[src/rtl/ysyx_23060332_idu_stage.sv]
// ysyx_23060332_idu_stage: RISC-V decode stage with registered operand/control outputs
// and a RUN/HALT machine that stops fetch after an illegal instruction or ebreak.
module ysyx_23060332_idu_stage #(
  parameter int XLEN = 32,
  parameter bit RV64 = (XLEN == 64)
) (
  input  logic            clk,
  input  logic            rst_n,
  input  logic            in_valid,
  output logic            in_ready,
  input  logic [31:0]     inst_i,
  input  logic [XLEN-1:0] pc_i,
  output logic [4:0]      raddr1,
  output logic [4:0]      raddr2,
  input  logic [XLEN-1:0] rdata1,
  input  logic [XLEN-1:0] rdata2,
  input  logic            flush,
  output logic            out_valid,
  input  logic            out_ready,
  output logic [XLEN-1:0] op1,
  output logic [XLEN-1:0] op2,
  output logic [XLEN-1:0] op1_jump,
  output logic [XLEN-1:0] op2_jump,
  output logic [XLEN-1:0] rs1_data,
  output logic [XLEN-1:0] rs2_data,
  output logic            rd_wen,
  output logic [4:0]      rd_addr,
  output logic [31:0]     inst_o,
  output logic [XLEN-1:0] pc_o,
  output logic            illegal,
  output logic            trap
);
  localparam logic [6:0] OPC_OP     = 7'b0110011;
  localparam logic [6:0] OPC_OP_IMM = 7'b0010011;
  localparam logic [6:0] OPC_LOAD   = 7'b0000011;
  localparam logic [6:0] OPC_STORE  = 7'b0100011;
  localparam logic [6:0] OPC_BRANCH = 7'b1100011;
  localparam logic [6:0] OPC_JAL    = 7'b1101111;
  localparam logic [6:0] OPC_JALR   = 7'b1100111;
  localparam logic [6:0] OPC_LUI    = 7'b0110111;
  localparam logic [6:0] OPC_AUIPC  = 7'b0010111;
  localparam logic [6:0] OPC_SYSTEM = 7'b1110011;
  localparam logic [31:0] EBREAK    = 32'h0010_0073;

  typedef enum logic {RUN, HALT} state_t;

  typedef struct packed {
    logic [XLEN-1:0] op1;
    logic [XLEN-1:0] op2;
    logic [XLEN-1:0] op1_jump;
    logic [XLEN-1:0] op2_jump;
    logic [XLEN-1:0] rs1_data;
    logic [XLEN-1:0] rs2_data;
    logic [XLEN-1:0] pc;
    logic [31:0]     inst;
    logic [4:0]      rd_addr;
    logic            rd_wen;
    logic            illegal;
    logic            trap;
  } dec_t;

  logic [6:0]      opc;
  logic [2:0]      f3;
  logic [4:0]      rd;
  logic [XLEN-1:0] imm_i, imm_s, imm_b, imm_u, imm_j, four;
  logic            wen, fire;
  dec_t            dec, dec_d, dec_q;
  state_t          state_d, state_q;
  logic            out_valid_d, out_valid_q;

  assign opc   = inst_i[6:0];
  assign f3    = inst_i[14:12];
  assign rd    = inst_i[11:7];
  assign four  = XLEN'(4);
  assign imm_i = {{(XLEN-11){inst_i[31]}}, inst_i[30:20]};
  assign imm_s = {{(XLEN-11){inst_i[31]}}, inst_i[30:25], inst_i[11:7]};
  assign imm_b = {{(XLEN-12){inst_i[31]}}, inst_i[7], inst_i[30:25], inst_i[11:8], 1'b0};
  assign imm_u = {{(XLEN-31){inst_i[31]}}, inst_i[30:12], 12'b0};
  assign imm_j = {{(XLEN-20){inst_i[31]}}, inst_i[19:12], inst_i[20], inst_i[30:21], 1'b0};

  assign raddr1 = (opc == OPC_OP || opc == OPC_OP_IMM || opc == OPC_LOAD || opc == OPC_STORE ||
                   opc == OPC_BRANCH || opc == OPC_JALR) ? inst_i[19:15] : 5'd0;
  assign raddr2 = (opc == OPC_OP || opc == OPC_STORE || opc == OPC_BRANCH) ? inst_i[24:20] : 5'd0;

  always_comb begin
    dec          = '0;
    wen          = 1'b0;
    dec.rs1_data = rdata1;
    dec.rs2_data = rdata2;
    dec.inst     = inst_i;
    dec.pc       = pc_i;
    case (opc)
      OPC_OP:     begin dec.op1 = rdata1; dec.op2 = rdata2; wen = 1'b1; end
      OPC_OP_IMM: begin dec.op1 = rdata1; dec.op2 = imm_i; wen = 1'b1; end
      OPC_LOAD: begin
        dec.op1     = rdata1;
        dec.op2     = imm_i;
        wen         = 1'b1;
        dec.illegal = RV64 ? (f3 == 3'd7) : (f3 == 3'd3 || f3 >= 3'd6);
      end
      OPC_STORE: begin
        dec.op1     = rdata1;
        dec.op2     = imm_s;
        dec.illegal = f3 > (RV64 ? 3'd3 : 3'd2);
      end
      OPC_BRANCH: begin
        dec.op1      = rdata1;
        dec.op2      = rdata2;
        dec.op1_jump = pc_i;
        dec.op2_jump = imm_b;
        dec.illegal  = f3[2:1] == 2'b01;
      end
      OPC_JAL: begin
        dec.op1      = pc_i;
        dec.op2      = four;
        dec.op1_jump = pc_i;
        dec.op2_jump = imm_j;
        wen          = 1'b1;
      end
      OPC_JALR: begin
        dec.op1      = pc_i;
        dec.op2      = four;
        dec.op1_jump = rdata1;
        dec.op2_jump = imm_i;
        wen          = 1'b1;
      end
      OPC_LUI:    begin dec.op1 = imm_u; wen = 1'b1; end
      OPC_AUIPC:  begin dec.op1 = pc_i; dec.op2 = imm_u; wen = 1'b1; end
      OPC_SYSTEM: begin dec.trap = inst_i == EBREAK; dec.illegal = inst_i != EBREAK; end
      default:    dec.illegal = 1'b1;
    endcase
    dec.rd_wen  = wen && rd != 5'd0;
    dec.rd_addr = dec.rd_wen ? rd : 5'd0;
  end

  // rst_n gates in_ready so fetch sees no acceptance while reset is held
  assign in_ready = rst_n && state_q == RUN && (!out_valid_q || out_ready);
  assign fire     = in_valid && in_ready;

  always_comb begin
    state_d     = state_q;
    out_valid_d = out_valid_q;
    dec_d       = dec_q;
    if (flush) begin
      out_valid_d = 1'b0;
    end else if (fire) begin
      out_valid_d = 1'b1;
      dec_d       = dec;
      state_d     = (dec.illegal || dec.trap) ? HALT : state_q;
    end else if (out_ready) begin
      out_valid_d = 1'b0;
    end
  end

  always_ff @(posedge clk or negedge rst_n) begin
    if (!rst_n) begin
      state_q     <= RUN;
      out_valid_q <= 1'b0;
      dec_q       <= '0;
    end else begin
      state_q     <= state_d;
      out_valid_q <= out_valid_d;
      dec_q       <= dec_d;
    end
  end

  assign out_valid = out_valid_q;
  assign op1       = dec_q.op1;
  assign op2       = dec_q.op2;
  assign op1_jump  = dec_q.op1_jump;
  assign op2_jump  = dec_q.op2_jump;
  assign rs1_data  = dec_q.rs1_data;
  assign rs2_data  = dec_q.rs2_data;
  assign rd_wen    = dec_q.rd_wen;
  assign rd_addr   = dec_q.rd_addr;
  assign inst_o    = dec_q.inst;
  assign pc_o      = dec_q.pc;
  assign illegal   = dec_q.illegal;
  assign trap      = dec_q.trap;
endmodule

[config.mk]
export PLATFORM = sky130hd
export DESIGN_NAME = ysyx_23060332_idu_stage
export DESIGN_NICKNAME = d
export VERILOG_FILES = /design/src/rtl/ysyx_23060332_idu_stage.sv
export SDC_FILE = /design/constraint.sdc
export NUM_CORES = 1
export LEC_CHECK = 0
export CAP_MARGIN = 10
export CORE_UTILIZATION = 41
export CTS_BUF_LIST = sky130_fd_sc_hd__clkbuf_16
export CTS_CLUSTER_SIZE = 16
export DETAILED_ROUTE_END_ITERATION = 6
export PLACE_DENSITY_LB_ADDON = 0.15
export SYNTH_ARGS = -nofsm -noshare
export SYNTH_HDL_FRONTEND = slang
export SYNTH_SLANG_ARGS = --single-unit
[constraint.sdc]
create_clock -name clk -period 1.6 [get_ports clk]
set_clock_uncertainty 0.15 [all_clocks]
set_input_delay 0.24 -clock clk [delete_from_list [all_inputs] [get_ports clk]]
set_output_delay 0.24 -clock clk [all_outputs]
set_load 0.01 [all_outputs]
==> reports/qor.csv, run 1 <==
stage;metric;value;unit
clock_tree;clockBufferDepth;3;
sta;relSlewSlack;45.6;%
floorplanning;die_h;167;um
yosys;ys_seq_elements;255;
clock_tree;clock_sinks;255;
sta;tightest_slew;0.816;ns
global_routing;antenna_found_initial;0;
outcome;status;finished with violations;
detailed_routing;dr.pass1.iters;7;
power_and_ir_drop;vdd_ir_drop_max;0.892;mV
global_routing;grt-ovfl-total;0;
cells_and_area;stdcell_area;19600;um2
sta;finalHoldViolations;0;
clock_tree;root_buffer;clkbuf_16;
yosys;async_reset_ff_share;100;%
setup_path;worstSetupEndpointType;register;
yosys;synthCells;1170;
detailed_routing;finalWirelength;46700;um
run;drv_cap;0;
yosys;synth_flop_cell;dfrtp_1;
placement;hpwl;28900;um
placement;place_congestion;0.844;
floorplanning;start_util;42.3;%
global_routing;groute.usage.overall;29.6;%
clock_tree;clk_latency;0.53;ns
detailed_routing;drc;0;
setup_path;rr_worst_depth;8;
clock_tree;cts_buffers;28;
sta;max_freq;0.547;GHz
setup_path;path_cells;nand2b_1 -> and3b_2 -> nand3b_1 -> buf_6 -> clkbuf_16 -> clkbuf_16 -> a221oi_2 -> nor2_1;
min_path;min_to;rs2_data[7];
yosys;yosysWarnings;0;
power_and_ir_drop;p_leak;0.00943;uW
cells_and_area;final_cells;2074;
placement;portBuffers;408;
setup_path;cpPeakStageDelay;0.38;ns
yosys;yosysSeqAreaShare;57.2;%
min_path;hp-class;in2reg;
clock_tree;cts_tree;built;
placement;postPlaceCellArea;16500;um2
clock_tree;clk_pin_slew;0.06;ns
floorplanning;rows;59;
setup_path;timing.rr.start;out_valid;
floorplanning;core_area;26400;um2
detailed_routing;wl_per_cell;22.5;um
global_routing;grt_pass1_wl;64200;um
clock_tree;htree_levels;1;
placement;dpl_worst_slack;-1.00;ns
yosys;syn_area;11100;um2
setup_path;crit_path_frequent_cell;clkbuf_16;
power_and_ir_drop;pwr_density_cell;1280;nW/um2
detailed_routing;drt_iter0_markers;1127;
setup_path;path_class;reg2reg;
floorplanning;die-area;27900;um2
setup_path;required;1.88;ns
setup_path;crit_slowest_cell;dfrtp_1;
detailed_routing;via_per_inst;5.59;
sta;min_period;1.83;ns
sta;finalMaxSlewViolations;0;
setup_path;worstPathMaxFanout;7;
placement;dp_cells;1941;
yosys;synth_edf_count;0;
detailed_routing;num_vias;11600;
setup_path;start_kind;register;
cells_and_area;fillers;1821;
floorplanning;die-width;167;um
sta;fin_crit_sh;114;%
sta;rsz0062_at_grt;yes;
setup_path;crit_buf_inv;3;
cells_and_area;areaGrowthSynthToFinish;76.1;%
yosys;yosysUniqueCellTypes;50;
cells_and_area;antenna_cells;0;
cells_and_area;drive_above_1_share;36.7;%
global_routing;grt_max_degree;134;
detailed_routing;antenna_left;0;
outcome;violations;setup timing;
sta;fin_ws;-0.229;ns
min_path;hold_depth;3;
cells_and_area;nets;1851;
sta;finalSetupViolCount;277;
setup_path;worstReg2RegEnd;op1_jump[15];
global_routing;grt_pass1_vias;11100;
setup_path;worst-r2r-setup-slack;-0.23;ns
cells_and_area;regArea;6380;um2
yosys;synth.avg_cell_area;9.53;um2
yosys;synth_nets;1303;
setup_path;crit_family;buffers and inverters;
min_path;min_from;rdata2[7];
cells_and_area;multi_input_area;5470;um2
floorplanning;num_io_pins;409;
setup_path;arrival;2.10;ns
[cell usage in the layout, fill, tap and decap left out, types with 10 or more instances in the layout]
| cell type | n |
|---|---|
| clkbuf_16 | 59 |
| clkbuf_2 | 86 |
| o2bb2ai_1 | 20 |
| buf_2 | 15 |
| a22o_1 | 40 |
| a221oi_4 | 16 |
| a22oi_1 | 10 |
| a222oi_1 | 20 |
| clkdlybuf4s15_1 | 152 |
| buf_6 | 55 |
| o21ai_2 | 21 |
| buf_8 | 17 |
| clkdlybuf4s50_1 | 122 |
| a21oi_1 | 33 |
| inv_1 | 10 |
| nor2_1 | 101 |
| buf_12 | 36 |
| nand2_1 | 267 |
| nand2_4 | 47 |
| a221oi_2 | 32 |
| dfrtp_1 | 254 |
| o21ai_1 | 17 |
| nand2_2 | 111 |
| buf_4 | 83 |
[flip-flops by register name, indices dropped and copies added (netlist names), 5 cells and up]
signal and flops:
inst_o 32, op1 32, op1_jump 32, op2 32, pc_o 32, rs1_data 32
rs2_data 32, op2_jump 21, rd_addr 5
[report_power, final]
part           switching, uW  internal (uW)  leakage, uW  total, uW
Sequential              1450           8650      0.00327      10100
Clock                   2680           3400     0.000449       6080
Combinational           4530           4320      0.00571       8850
[what timing repair did]
action | CTS | global route
hold buffers | 6 | 1
pin swaps | 26 | 160
gates cloned | 3 | 39
buffers inserted | 15 | 21
resized for setup | 713 | 439
hold endpoints to repair | 260 | 1
setup endpoints to repair | 531 | 391
[synth_stat cells (all sizes together), types with 2 or more instances]
master	instances	area share, %
a31oi	2	0.11
nand2b	3	0.17
a21oi	36	1.7
nor2	110	3.8
clkbuf	45	1.5
and3b	2	0.16
nand3b	3	0.20
a222oi	20	1.8
nor4	5	0.42
dfrtp	255	57
nor2b	5	0.28
nand2	427	14
a21o	2	0.13
o21ai	48	2.3
buf	54	3.3
a22o	40	3.1
o2bb2ai	20	1.6
o31a	2	0.16
and2	7	0.39
or3	2	0.11
nand3	3	0.18
inv	2	0.067
mux2i	2	0.18
nor3	6	0.42
a22oi	10	0.67
a221oi	48	4.9
[stage by stage]
stage	total power, uW	TNS [ns]	util [%]	hold slack (ns)
finish	25000	-40.89	74.5	0.124
global route	26300	-60.89	74.5	0.112
CTS	24200	-41.65	68.0	0.0602
detailed placement	19100	-171.39	62.6	0.305
global placement	19000	-171.44	62.6	0.299
floorplan	13000	-13.75	-	-0.206
[per-layer routing]
| layer | GRT usage (%) | vias up | part of all wire (%) | wire [um] |
|---|---|---|---|---|
| met5 | 0 | - | 0 | 0 |
| met4 | 12.0 | 0 | 4.9 | 2280 |
| met3 | 7.37 | 146 | 8.5 | 3970 |
| met2 | 48.9 | 595 | 48 | 22300 |
| met1 | 37.2 | 5746 | 39 | 18100 |
| li1 | - | 5111 | - | - |
[logic make-up (layout without fill, tap and decap cells)]
kind of cell	after synthesis	in the layout	synth area share, %
AND/OR/NAND/NOR	579	579	21.0
XOR/XNOR	1	1	0.0786
AO/OA/AOI/OAI	232	232	16.7
multiplexers	2	2	0.180
buffers and inverters	101	670	4.87
flip-flops	255	255	57.2
[worst max-delay path by stage]
stage / slack [ns] / depth (start not counted) / endpoint / from
after floorplan: -0.16 / 7 / raddr1[0] / inst_i[4]
after global placement: -0.99 / 9 / illegal / inst_i[30]
after detailed placement: -1.00 / 9 / illegal / inst_i[30]
after CTS: -0.23 / 6 / op2_jump[8] / out_valid
after global routing: -0.33 / 8 / op1_jump[15] / out_valid
final: -0.23 / 8 / op1_jump[15] / out_valid
[area by class of cell]
| cell class | count | share of cell area (%) |
|---|---|---|
| Multi-Input combinational cell | 814 | 27.9 |
| Sequential cell | 255 | 32.5 |
| Inverter | 2 | 0.0382 |
| Tap cell | 335 | 2.14 |
| Clock inverter | 22 | 0.605 |
| Timing Repair Buffer | 617 | 33.1 |
| Clock buffer | 29 | 3.70 |
[tightest hold or removal path, stage by stage]
cell and delay, ns:
clkdlybuf4s50_1 0.42, nand2_1 0.07, nand2_1 0.05
Power figures use the tool's default switching activity.
==> run 2: changes to the inputs <==
--- a/config.mk
+++ b/config.mk
@@ -10,6 +10,8 @@
 export CTS_BUF_LIST = sky130_fd_sc_hd__clkbuf_16
 export CTS_CLUSTER_SIZE = 16
 export DETAILED_ROUTE_END_ITERATION = 6
+export GPL_TIMING_DRIVEN = 0
+export MAX_ROUTING_LAYER = met4
 export PLACE_DENSITY_LB_ADDON = 0.15
 export SYNTH_ARGS = -nofsm -noshare
 export SYNTH_HDL_FRONTEND = slang
==> run 2 against run 1 <==
  * The run ends with hold timing, setup timing left
  * Combinational power is 8.6% lower
  * Worst hold slack worse by 0.71 ns
  * Via count is 4.2% lower
  * Die area stayed put
  * Non-clock buffer count is 70 lower
  * First-iteration DRC count is 0.98% lower
  * Critical path depth stayed put
  * Sequential power hardly changed
  * Largest power group unchanged
  * Worst setup slack better by 0.0065 ns
  * Core utilization is 6.4 points lower
==> reports/qor.csv, run 2 (synthesis results as in run 1) <==
stage;metric;value;unit;change
power_and_ir_drop;p_leak;0.00902;uW;was 0.00943 uW
floorplanning;num_io_pins;409;;unchanged
power_and_ir_drop;power;24700;uW;was 25,000 uW
clock_tree;clockBufferDepth;3;;unchanged
clock_tree;htree_levels;1;;unchanged
setup_path;worstReg2RegEnd;op1[0];;was op1_jump[15]
setup_path;worstPathMaxFanout;10;;was 7
min_path;hp-class;in2async;;was in2reg
global_routing;grt-ovfl-total;0;;unchanged
floorplanning;die-area;27900;um2;unchanged
detailed_routing;finalWirelength;45500;um;was 46,700 um
setup_path;worst-r2r-setup-slack;-0.22;ns;was -0.23 ns
setup_path;worstSetupEndpointType;register;;unchanged
detailed_routing;antenna_left;0;;unchanged
floorplanning;die_h;167;um;unchanged
placement;place_congestion;0.900;;was 0.844
clock_tree;root_buffer;clkbuf_16;;unchanged
detailed_routing;dr.pass1.iters;6;;was 7
outcome;status;finished with violations;;unchanged
power_and_ir_drop;vdd_ir_drop_max;0.802;mV;was 0.892 mV
setup_path;timing.rr.start;out_valid;;unchanged
run;drv_cap;0;;unchanged
sta;fin_ws;-0.222;ns;was -0.229 ns
global_routing;grt_pass1_vias;11100;;about the same
setup_path;path_class;reg2reg;;unchanged
cells_and_area;areaGrowthSynthToFinish;61.0;%;was 76.1%
sta;relSlewSlack;48.7;%;was 45.6%
global_routing;groute.usage.overall;33.2;%;was 29.6%
placement;portBuffers;407;;was 408
global_routing;grt_max_degree;86;;was 134
clock_tree;clk_pin_slew;0.06;ns;about the same
global_routing;grt_use_met2;52.0;%;was 48.9%
cells_and_area;final_common_cell;nand2_1;;unchanged
clock_tree;cts_buffers;29;;was 28
global_routing;grt_pass1_wl;67800;um;was 64,200 um
setup_path;rr_worst_depth;8;;unchanged
detailed_routing;wl_per_cell;22.7;um;was 22.5 um
sta;setup-tns-final;-29.65;ns;was -40.89 ns
placement;postPlaceCellArea;16200;um2;was 16,500 um2
global_routing;antenna_found_initial;1;;was 0
detailed_routing;num_vias;11100;;was 11,600
clock_tree;hold_buffers;8;;was 6
setup_path;startpoint;out_valid;;unchanged
cells_and_area;nets;1782;;was 1,851
cells_and_area;fillers;2156;;was 1,821
cells_and_area;post-route-util;68.1;%;was 74.5%
sta;tightest_slew;0.765;ns;was 0.816 ns
global_routing;grt_use_met1;41.6;%;was 37.2%
setup_path;worstSetupEndpoint;op1[0];;was op1_jump[15]
floorplanning;rows;59;;unchanged
floorplanning;start_util;42.3;%;unchanged
sta;max_freq;0.549;GHz;was 0.547 GHz
sta;finalMaxSlewViolations;0;;unchanged
sta;finalSetupViolCount;472;;was 277
cells_and_area;drive_above_1_share;18.9;%;was 36.7%
power_and_ir_drop;pwr_density_cell;1380;nW/um2;was 1280 nW/um2
placement;hpwl;31800;um;was 28,900 um
sta;fin_crit_sh;114;%;about the same
clock_tree;clk_latency;0.55;ns;was 0.53 ns
setup_path;required;1.88;ns;about the same
cells_and_area;stdcell_area;18000;um2;was 19,600 um2
floorplanning;die-width;167;um;unchanged
global_routing;grt_busiest_layer;met2;;unchanged
detailed_routing;drc;0;;unchanged
floorplanning;core_area;26400;um2;unchanged
sta;whs;-0.589;ns;was 0.124 ns
outcome;violations;hold timing, setup timing;;was setup timing
global_routing;met3_usage;7.37;%;unchanged
clock_tree;clock_sinks;255;;unchanged
sta;rsz0062_at_grt;yes;;unchanged
setup_path;start_kind;register;;unchanged
sta;min_period;1.82;ns;was 1.83 ns
clock_tree;cts_tree;built;;unchanged
cells_and_area;final_cell_mix;397 x nand2_1, 254 x dfrtp_1, 221 x dlygate4sd2_1, 110 x clkdlybuf4s50_1, 86 x nor2_1;;was 267 x nand2_1, 254 x dfrtp_1, 152 x clkdlybuf4s15_1, 122 x clkdlybuf4s50_1, 111 x nand2_2
detailed_routing;drt_iter0_markers;1116;;was 1,127
sta;finalHoldViolations;255;;was 0
setup_path;arrival;2.10;ns;about the same
detailed_routing;via_per_inst;5.53;;was 5.59
## run 2: cell types whose count changed in the layout (fill, tap and decap cells not counted), sizes merged
cell | before | now
dlygate4sd3 | 7 | 8
diode | 0 | 2
clkbuf | 145 | 62
clkdlybuf4s15 | 160 | 45
buf | 210 | 129
inv | 11 | 5
clkdlybuf4s50 | 122 | 110
dlygate4sd2 | 2 | 221
clkinvlp | 1 | 2
bufinv | 1 | 4
clkinv | 11 | 15
bufbuf | 0 | 1
## run 2: final cells by class
class | count | area [um2] | share of cell area [%]
sequential | 255 | 6380 | 35.6
buffer | 96 | 1120 | 6.23
clock buffer | 29 | 726 | 4.04
clock inverter | 24 | 230 | 1.28
timing repair buffer | 451 | 4370 | 24.3
inverter | 2 | 7.51 | 0.0418
multi-input combinational | 814 | 4690 | 26.1
tap | 335 | 419 | 2.33
antenna | 2 | 5.00 | 0.0279
## run 2: per-stage QoR
step | std cells | worst slack (ns)
global placement | 1912 | -10.98
global route | 2007 | -0.330
finish | 2008 | -0.222
floorplan | 1170 | -0.164
CTS | 2002 | -0.240
detailed placement | 1914 | -1.60
## run 2: critical path, cell delays in order (launching register included)
cell	delay, ns
dfrtp_1	0.37
nand2b_1	0.08
and3b_2	0.21
nand3b_1	0.09
buf_6	0.17
clkbuf_16	0.19
buf_8	0.16
a221oi_4	0.21
nor2_1	0.07
## run 2: worst min path at each step
stage	from	endpoint	slack, ns	depth (start not counted)
detailed placement	rst_n	rs1_data[16]	0.05	1
global placement	inst_o[11]	inst_o[11]	0.30	2
CTS	rst_n	rs1_data[16]	-0.58	1
global route	rst_n	rs1_data[16]	-0.56	1
finish	rst_n	rs1_data[16]	-0.59	1
floorplan	rst_n	illegal	-0.21	0
## run 2: power breakdown
group	internal [uW]	switching, uW
Clock	3950	2800
Sequential	8650	1230
Combinational	3790	4300
## run 2: metal layers
layer | vias up | routed length (um)
li1 | 4967 | -
met2 | 543 | 21200
met3 | 121 | 3840
met1 | 5482 | 18500
met4 | 0 | 2040
met5 | - | 0
## run 2: repair_timing
item | CTS | global route
endpoints found under the hold margin | 263 | 198
endpoints found under the setup margin | 531 | 486
resized for setup | 552 | 80
gates cloned | 9 | 4
setup buffers | 20 | 4
pin swaps | 17 | 18
